$ cat config.mk
export PLATFORM = sky130hd
export DESIGN_NAME = vga_timing_gen
export DESIGN_NICKNAME = d
export VERILOG_FILES = /design/src/rtl/vga_timing_gen.sv
export SDC_FILE = /design/constraint.sdc
export NUM_CORES = 1
export LEC_CHECK = 0
export BUFFER_PORTS_ARGS = -buffer_cell sky130_fd_sc_hd__buf_2
export CAP_MARGIN = 20
export CELL_PAD_IN_SITES_DETAIL_PLACEMENT = 1
export CELL_PAD_IN_SITES_GLOBAL_PLACEMENT = 1
export CORE_MARGIN = 4
export CORE_UTILIZATION = 38
export CTS_CLUSTER_DIAMETER = 120
export CTS_CLUSTER_SIZE = 14
export DETAILED_ROUTE_END_ITERATION = 12
export HOLD_SLACK_MARGIN = 0.15
export PLACE_DENSITY = 0.72
export SETUP_SLACK_MARGIN = 0.05
export SYNTH_ARGS = -nofsm -noshare
export SYNTH_HDL_FRONTEND = slang
export SYNTH_SLANG_ARGS = --single-unit
export TNS_END_PERCENT = 1
$ cat constraint.sdc
create_clock -name clk -period 2.4 [get_ports clk]
set_input_delay 0.48 -clock clk [delete_from_list [all_inputs] [get_ports clk]]
set_output_delay 0.48 -clock clk [all_outputs]
set_load 0.02 [all_outputs]
$ cat src/rtl/vga_timing_gen.sv
// vga_timing_gen: parametrised raster timing generator.
// A system-clock divider produces a one-clk pixel enable. Horizontal and
// vertical counters advance on that enable. Sync, active-video and the line
// and frame strobes are registered from the next-state counter values, so
// every output changes on the same clk edge as x/y.
module vga_timing_gen #(
    parameter int CLK_DIV  = 4,
    parameter int H_ACTIVE = 640,
    parameter int H_FRONT  = 16,
    parameter int H_SYNC   = 96,
    parameter int H_BACK   = 48,
    parameter int V_ACTIVE = 480,
    parameter int V_FRONT  = 10,
    parameter int V_SYNC   = 2,
    parameter int V_BACK   = 33,
    parameter int HS_POL   = 0,
    parameter int VS_POL   = 0,
    parameter int CW       = 11,
    parameter int FW       = 8
) (
    input  logic          clk,
    input  logic          reset_n,
    input  logic          enable,
    input  logic          restart,
    output logic          pix_ce,
    output logic          hsync,
    output logic          vsync,
    output logic          video_on,
    output logic [CW-1:0] x,
    output logic [CW-1:0] y,
    output logic          line_start,
    output logic          frame_start,
    output logic [FW-1:0] frame_cnt
);

    // Derived geometry
    localparam int H_TOTAL = H_ACTIVE + H_FRONT + H_SYNC + H_BACK;
    localparam int V_TOTAL = V_ACTIVE + V_FRONT + V_SYNC + V_BACK;
    localparam int DW      = (CLK_DIV > 1) ? $clog2(CLK_DIV) : 1;

    localparam logic [DW-1:0] DIV_LAST = DW'(CLK_DIV - 1);
    localparam logic [CW-1:0] H_LAST   = CW'(H_TOTAL - 1);
    localparam logic [CW-1:0] V_LAST   = CW'(V_TOTAL - 1);
    localparam logic [CW-1:0] H_VIS    = CW'(H_ACTIVE);
    localparam logic [CW-1:0] V_VIS    = CW'(V_ACTIVE);
    localparam logic [CW-1:0] HS_FIRST = CW'(H_ACTIVE + H_FRONT);
    localparam logic [CW-1:0] HS_LAST  = CW'(H_ACTIVE + H_FRONT + H_SYNC - 1);
    localparam logic [CW-1:0] VS_FIRST = CW'(V_ACTIVE + V_FRONT);
    localparam logic [CW-1:0] VS_LAST  = CW'(V_ACTIVE + V_FRONT + V_SYNC - 1);
    localparam logic          HS_ON    = (HS_POL != 0);
    localparam logic          VS_ON    = (VS_POL != 0);

    // Parameter sanity: the divider needs at least one clk per pixel and the
    // counters must be able to hold the largest total.
    if (CLK_DIV < 1) begin : g_bad_clk_div
        $error("vga_timing_gen: CLK_DIV must be >= 1");
    end
    if ((2 ** CW) <= H_TOTAL || (2 ** CW) <= V_TOTAL) begin : g_bad_cw
        $error("vga_timing_gen: CW too narrow for H_TOTAL/V_TOTAL");
    end

    // Registered state
    logic [DW-1:0] r_div;
    logic [CW-1:0] r_x;
    logic [CW-1:0] r_y;
    logic [FW-1:0] r_fcnt;
    logic          r_pix_ce;
    logic          r_hsync;
    logic          r_vsync;
    logic          r_video_on;
    logic          r_line_start;
    logic          r_frame_start;

    // Next-state values
    logic [DW-1:0] w_div_nxt;
    logic          w_tick;
    logic          w_h_wrap;
    logic          w_v_wrap;
    logic [CW-1:0] w_x_nxt;
    logic [CW-1:0] w_y_nxt;
    logic [FW-1:0] w_fcnt_nxt;
    logic          w_upd;
    logic          w_hs_act;
    logic          w_vs_act;
    logic          w_vid;

    // Divider: count enabled clks, tick on the last one; restart clears it
    // and suppresses the tick for that clk.
    always_comb begin
        w_tick    = 1'b0;
        w_div_nxt = r_div;
        if (restart) begin
            w_div_nxt = '0;
        end else if (enable) begin
            if (r_div == DIV_LAST) begin
                w_tick    = 1'b1;
                w_div_nxt = '0;
            end else begin
                w_div_nxt = r_div + 1'b1;
            end
        end
    end

    // Raster position: x steps per tick, y per line wrap, frame count per
    // frame wrap. Restart jumps to (0,0) but keeps the frame count.
    always_comb begin
        w_h_wrap   = w_tick && (r_x == H_LAST);
        w_v_wrap   = w_h_wrap && (r_y == V_LAST);
        w_x_nxt    = r_x;
        w_y_nxt    = r_y;
        w_fcnt_nxt = r_fcnt;
        if (restart) begin
            w_x_nxt = '0;
            w_y_nxt = '0;
        end else if (w_tick) begin
            if (w_h_wrap) begin
                w_x_nxt = '0;
                if (w_v_wrap) begin
                    w_y_nxt    = '0;
                    w_fcnt_nxt = r_fcnt + 1'b1;
                end else begin
                    w_y_nxt = r_y + 1'b1;
                end
            end else begin
                w_x_nxt = r_x + 1'b1;
            end
        end
    end

    // Region decode of the position the counters are about to take, so the
    // registered flags line up with x/y with no relative skew.
    always_comb begin
        w_upd    = restart || w_tick;
        w_hs_act = (w_x_nxt >= HS_FIRST) && (w_x_nxt <= HS_LAST);
        w_vs_act = (w_y_nxt >= VS_FIRST) && (w_y_nxt <= VS_LAST);
        w_vid    = (w_x_nxt < H_VIS) && (w_y_nxt < V_VIS);
    end

    // Divider and counter registers.
    always_ff @(posedge clk or negedge reset_n) begin
        if (!reset_n) begin
            r_div  <= '0;
            r_x    <= '0;
            r_y    <= '0;
            r_fcnt <= '0;
        end else begin
            r_div  <= w_div_nxt;
            r_x    <= w_x_nxt;
            r_y    <= w_y_nxt;
            r_fcnt <= w_fcnt_nxt;
        end
    end

    // Output registers: strobes are single-clk; level outputs only move when
    // the position moves, so they hold while enable is low and stay at their
    // reset levels until the first pixel step or restart.
    always_ff @(posedge clk or negedge reset_n) begin
        if (!reset_n) begin
            r_pix_ce      <= 1'b0;
            r_line_start  <= 1'b0;
            r_frame_start <= 1'b0;
            r_hsync       <= ~HS_ON;
            r_vsync       <= ~VS_ON;
            r_video_on    <= 1'b0;
        end else begin
            r_pix_ce      <= w_tick;
            r_line_start  <= restart || w_h_wrap;
            r_frame_start <= restart || w_v_wrap;
            if (w_upd) begin
                r_hsync    <= w_hs_act ? HS_ON : ~HS_ON;
                r_vsync    <= w_vs_act ? VS_ON : ~VS_ON;
                r_video_on <= w_vid;
            end
        end
    end

    assign pix_ce      = r_pix_ce;
    assign hsync       = r_hsync;
    assign vsync       = r_vsync;
    assign video_on    = r_video_on;
    assign x           = r_x;
    assign y           = r_y;
    assign line_start  = r_line_start;
    assign frame_start = r_frame_start;
    assign frame_cnt   = r_fcnt;

endmodule

==> run summary <==
By area the synthesized netlist is led by sky130_fd_sc_hd__dfrtp_1 44%, sky130_fd_sc_hd__xnor2_1 7.3%, sky130_fd_sc_hd__nor2_1 3.9%, sky130_fd_sc_hd__nand2_1 3.7%, sky130_fd_sc_hd__nand3_1 3.2%. The area share of the leading cell type in the synthesized netlist is 0.444. The synthesized net count came out at 215.

The flow ran to the end, and the final reports show no timing, DRC or antenna violations. The die covers 6570 um2. After detailed routing, the number of vias per cell comes to 5.35. The final critical path time including I/O delays and setup came out at 2.35 ns. The post-synthesis area per instance is 9.85 um2. The met1 wire length is 2570 um.

The DRC violations left came out at 0. The floorplan has 26 rows. The core box area is 5140 um2.

For this run, the detailed router's first-pass iteration total came to 4. Of all nets on the critical path, the largest fanout is 3. The worst setup path category is register to register. The number of failing hold endpoints at the final stage was 0.

The count of pins over their slew limit is 0. The flip-flop and latch count after synthesis came out at 38. The worst hold path belongs to the class input port to asynchronous set/reset pin. The register area share after synthesis is 0.470. The warning count from the yosys run came out at 0.

OpenSTA, run right after detailed placement, puts the worst setup slack at -0.00807 ns. The flip-flop cell with the highest count after synthesis is sky130_fd_sc_hd__dfrtp_1. The H-tree depth came out at 2. In this run the top signal layer used is met4. The worst clock skew is 0.00778 ns. The overall die height came out at 81.1 um. The proportion of synthesized flip-flops having asynchronous set or reset is 1.00. The slew of the pin with the lowest slew margin came out at 0.577 ns. IR analysis of the VDD net gives a maximum drop of 0.304 mV.

sky130_fd_sc_hd__dfrtp_1 takes more of the synthesized area than any other cell. The global-route wire length before repair is 9910 um. The half-perimeter wire length after placement came out at 4570 um. Routability-driven placement finished with a final weighted congestion of 0.800. The wire length per cell after detailed routing is 16.6 um. Fill cells in the final layout number 630. The post-route fraction of the period consumed by the critical path is 0.979. The count of clock tree sinks came out at 38. Setup repair after global routing could not meet its margin everywhere. In the detailed route, the total length drawn on met3 is 194 um.

The headroom to the max-slew limit is 0.615. The final setup violation count came out at 0. Port buffering added 39 buffers.

The smallest hold slack came out at 0.179 ns. The number of placed instances with taps included came out at 344. Across every metal layer, demand over resource in global routing totals 0.199. The number of instances in the synthesized netlist is 206.

The remaining antenna violation count is 0. The total power came out at 1.26 mW. The clock insertion delay at the later pin of the skew report is 0.29 ns. The leakage power of the design is 1.30 nW. The initial antenna violation count is 0. The die width came out at 81.1 um.

After clock tree synthesis, the clock-pin slew on the worst setup and hold paths is 0.08 ns. The I/O pin total came out at 40. The data arrival time of the critical path is 2.53 ns. The met2 wirelength from detailed routing came out at 3030 um. Of the cells placed in the final design, the portion with a size suffix greater than 1 is 0.382. The largest net degree at the start of global routing is 26. The number of flops mapped to enable cells by yosys is 0. The total inserted antenna cells came out at 0.

Summing every instance area after synthesis gives 2030 um2. Excluding fillers, the count of instances in the completed layout stands at 353. TritonCTS built the clock tree. The worst setup path is captured at a register. The violation count after the first detailed-route iteration came out at 65. Setup slack closes at 0.0503 ns. For this design the ratio of total power to cell area is 460 nW/um2. The total via count after detailed routing came out at 1,890.

The total negative slack for setup checks came out at 0 ns. The cell sitting at the root of the clock tree is a sky130_fd_sc_hd__clkbuf_8. The total wire length after detailed routing is 5870 um. The number of distinct standard cells referenced by the synthesized netlist is 49. The critical path startpoint category is a register. The initial utilization of the core area, before any placement, comes to 0.395.

Counting the buffers created by CTS gives 5. The timing-limited maximum frequency came out at 426 MHz. The net count of the finished layout is 291. The residual overflow from global routing is 0. The growth of design area from synthesis to finish came out at 34.6%.

The critical path required time is 2.58 ns. The via count of the first global-routing pass is 2,032. The deepest clock path buffer count came out at 2. The number of max-capacitance violations reported came out at 0.
==> logic make-up (layout without fill, tap and decap cells) <==
kind of cell / Yosys count / in the layout / synth area share
muxes: 3 / 3 / 0.0160
buffers and inverters: 15 / 92 / 0.0339
adders and majority gates: 5 / 5 / 0.0308
xor gates and xnor gates: 19 / 19 / 0.0820
AOI/OAI and AO/OA: 30 / 30 / 0.102
and+or+nand+nor: 96 / 96 / 0.265
DFF: 38 / 38 / 0.470
==> repair_timing <==
action                     CTS  global route
cloned                       0             0
pin swaps                    4             5
hold endpoints to repair     0             0
buffers inserted             1             0
setup endpoints to repair    1             7
resized for setup            4             8
hold buffers                 0             0
==> flip-flops by register name, indices dropped and copies added (netlist names) <==
name,flops
r_div,2
vsync,1
pix_ce,1
hsync,1
frame_start,1
x,11
y,11
frame_cnt,8
line_start,1
video_on,1
==> per-stage QoR <==
stage	area [um2]	util
finish	2730	0.531
global route	2730	0.531
CTS	2680	0.522
detailed placement	2540	0.494
global placement	2540	0.494
floorplan	2040	-
==> path summary, 6_finish.rpt <==
kind | startpoint | end | slack [ns] | cells past startpoint
worst max register to register | y[0] | video_on | 0.05 | 7
worst min register to register | frame_cnt[7] | frame_cnt[7] | 0.49 | 1
worst max-delay path | y[0] | video_on | 0.05 | 7
min in group clk | restart | r_div[1] | 0.48 | 3
worst min-delay path | reset_n | y[3] | 0.18 | 1
max in group asynchronous | reset_n | vsync | 1.54 | 2
==> placed cells by master (no fill, tap or decap), types with 2 or more instances in the layout <==
cell type / n
sky130_fd_sc_hd__and3_1: 3
sky130_fd_sc_hd__nor3_1: 4
sky130_fd_sc_hd__dfrtp_2: 5
sky130_fd_sc_hd__nor4_2: 2
sky130_fd_sc_hd__a21oi_1: 6
sky130_fd_sc_hd__or3_1: 3
sky130_fd_sc_hd__clkinvlp_4: 2
sky130_fd_sc_hd__buf_4: 34
sky130_fd_sc_hd__nand3_1: 13
sky130_fd_sc_hd__inv_1: 9
sky130_fd_sc_hd__o31a_1: 2
sky130_fd_sc_hd__nand2_1: 20
sky130_fd_sc_hd__dfstp_2: 2
sky130_fd_sc_hd__a31oi_1: 2
sky130_fd_sc_hd__nor2_1: 21
sky130_fd_sc_hd__xnor2_1: 17
sky130_fd_sc_hd__o21ai_0: 6
sky130_fd_sc_hd__ha_4: 2
sky130_fd_sc_hd__clkbuf_8: 5
sky130_fd_sc_hd__nor4_1: 7
sky130_fd_sc_hd__o31a_2: 2
sky130_fd_sc_hd__ha_1: 3
sky130_fd_sc_hd__xor2_1: 2
sky130_fd_sc_hd__buf_2: 39
sky130_fd_sc_hd__or3b_2: 2
sky130_fd_sc_hd__dfrtp_1: 31
sky130_fd_sc_hd__a21o_1: 3
sky130_fd_sc_hd__nand4_1: 7
sky130_fd_sc_hd__mux2_2: 2
==> synthesized netlist by cell type, types with 3 or more instances <==
cell / instances
sky130_fd_sc_hd__nor2_1: 21
sky130_fd_sc_hd__and3_1: 4
sky130_fd_sc_hd__nor3_1: 5
sky130_fd_sc_hd__nor4_1: 9
sky130_fd_sc_hd__o21ai_0: 6
sky130_fd_sc_hd__nand4_1: 7
sky130_fd_sc_hd__or3_1: 3
sky130_fd_sc_hd__inv_1: 9
sky130_fd_sc_hd__dfrtp_1: 36
sky130_fd_sc_hd__ha_1: 5
sky130_fd_sc_hd__nand2_1: 20
sky130_fd_sc_hd__a21oi_1: 6
sky130_fd_sc_hd__nand3_1: 13
sky130_fd_sc_hd__a21o_1: 3
sky130_fd_sc_hd__xnor2_1: 17
==> where the power goes <==
group / switching (mW) / internal [mW]
sequential: 0.00521 / 0.646
clock: 0.232 / 0.309
combinational: 0.0410 / 0.0228
total: 0.278 / 0.978
==> critical path: stages (launching register included) <==
cell and delay, ns:
sky130_fd_sc_hd__dfrtp_2 0.40, sky130_fd_sc_hd__ha_4 0.14, sky130_fd_sc_hd__nor4b_4 0.24, sky130_fd_sc_hd__nand4_2 0.15, sky130_fd_sc_hd__or3_1 0.34, sky130_fd_sc_hd__a21o_1 0.21
sky130_fd_sc_hd__or4_4 0.52, sky130_fd_sc_hd__a32o_1 0.23
==> layer usage <==
metal	vias up	GRT usage
li1	895	-
met1	950	0.244
met2	38	0.358
met3	7	0.0366
met4	0	0.0490
met5	-	0
==> layout make-up <==
cell class / instances / area, um2 / area share
Clock inverter: 3 / 45.0 / 0.0165
Timing Repair Buffer: 73 / 450 / 0.165
Multi-Input combinational cell: 153 / 1080 / 0.395
Clock buffer: 5 / 68.8 / 0.0252
Sequential cell: 38 / 960 / 0.352
Tap cell: 70 / 87.6 / 0.0321
Inverter: 11 / 41.3 / 0.0151
No activity file was read; power rests on OpenSTA's default activity.
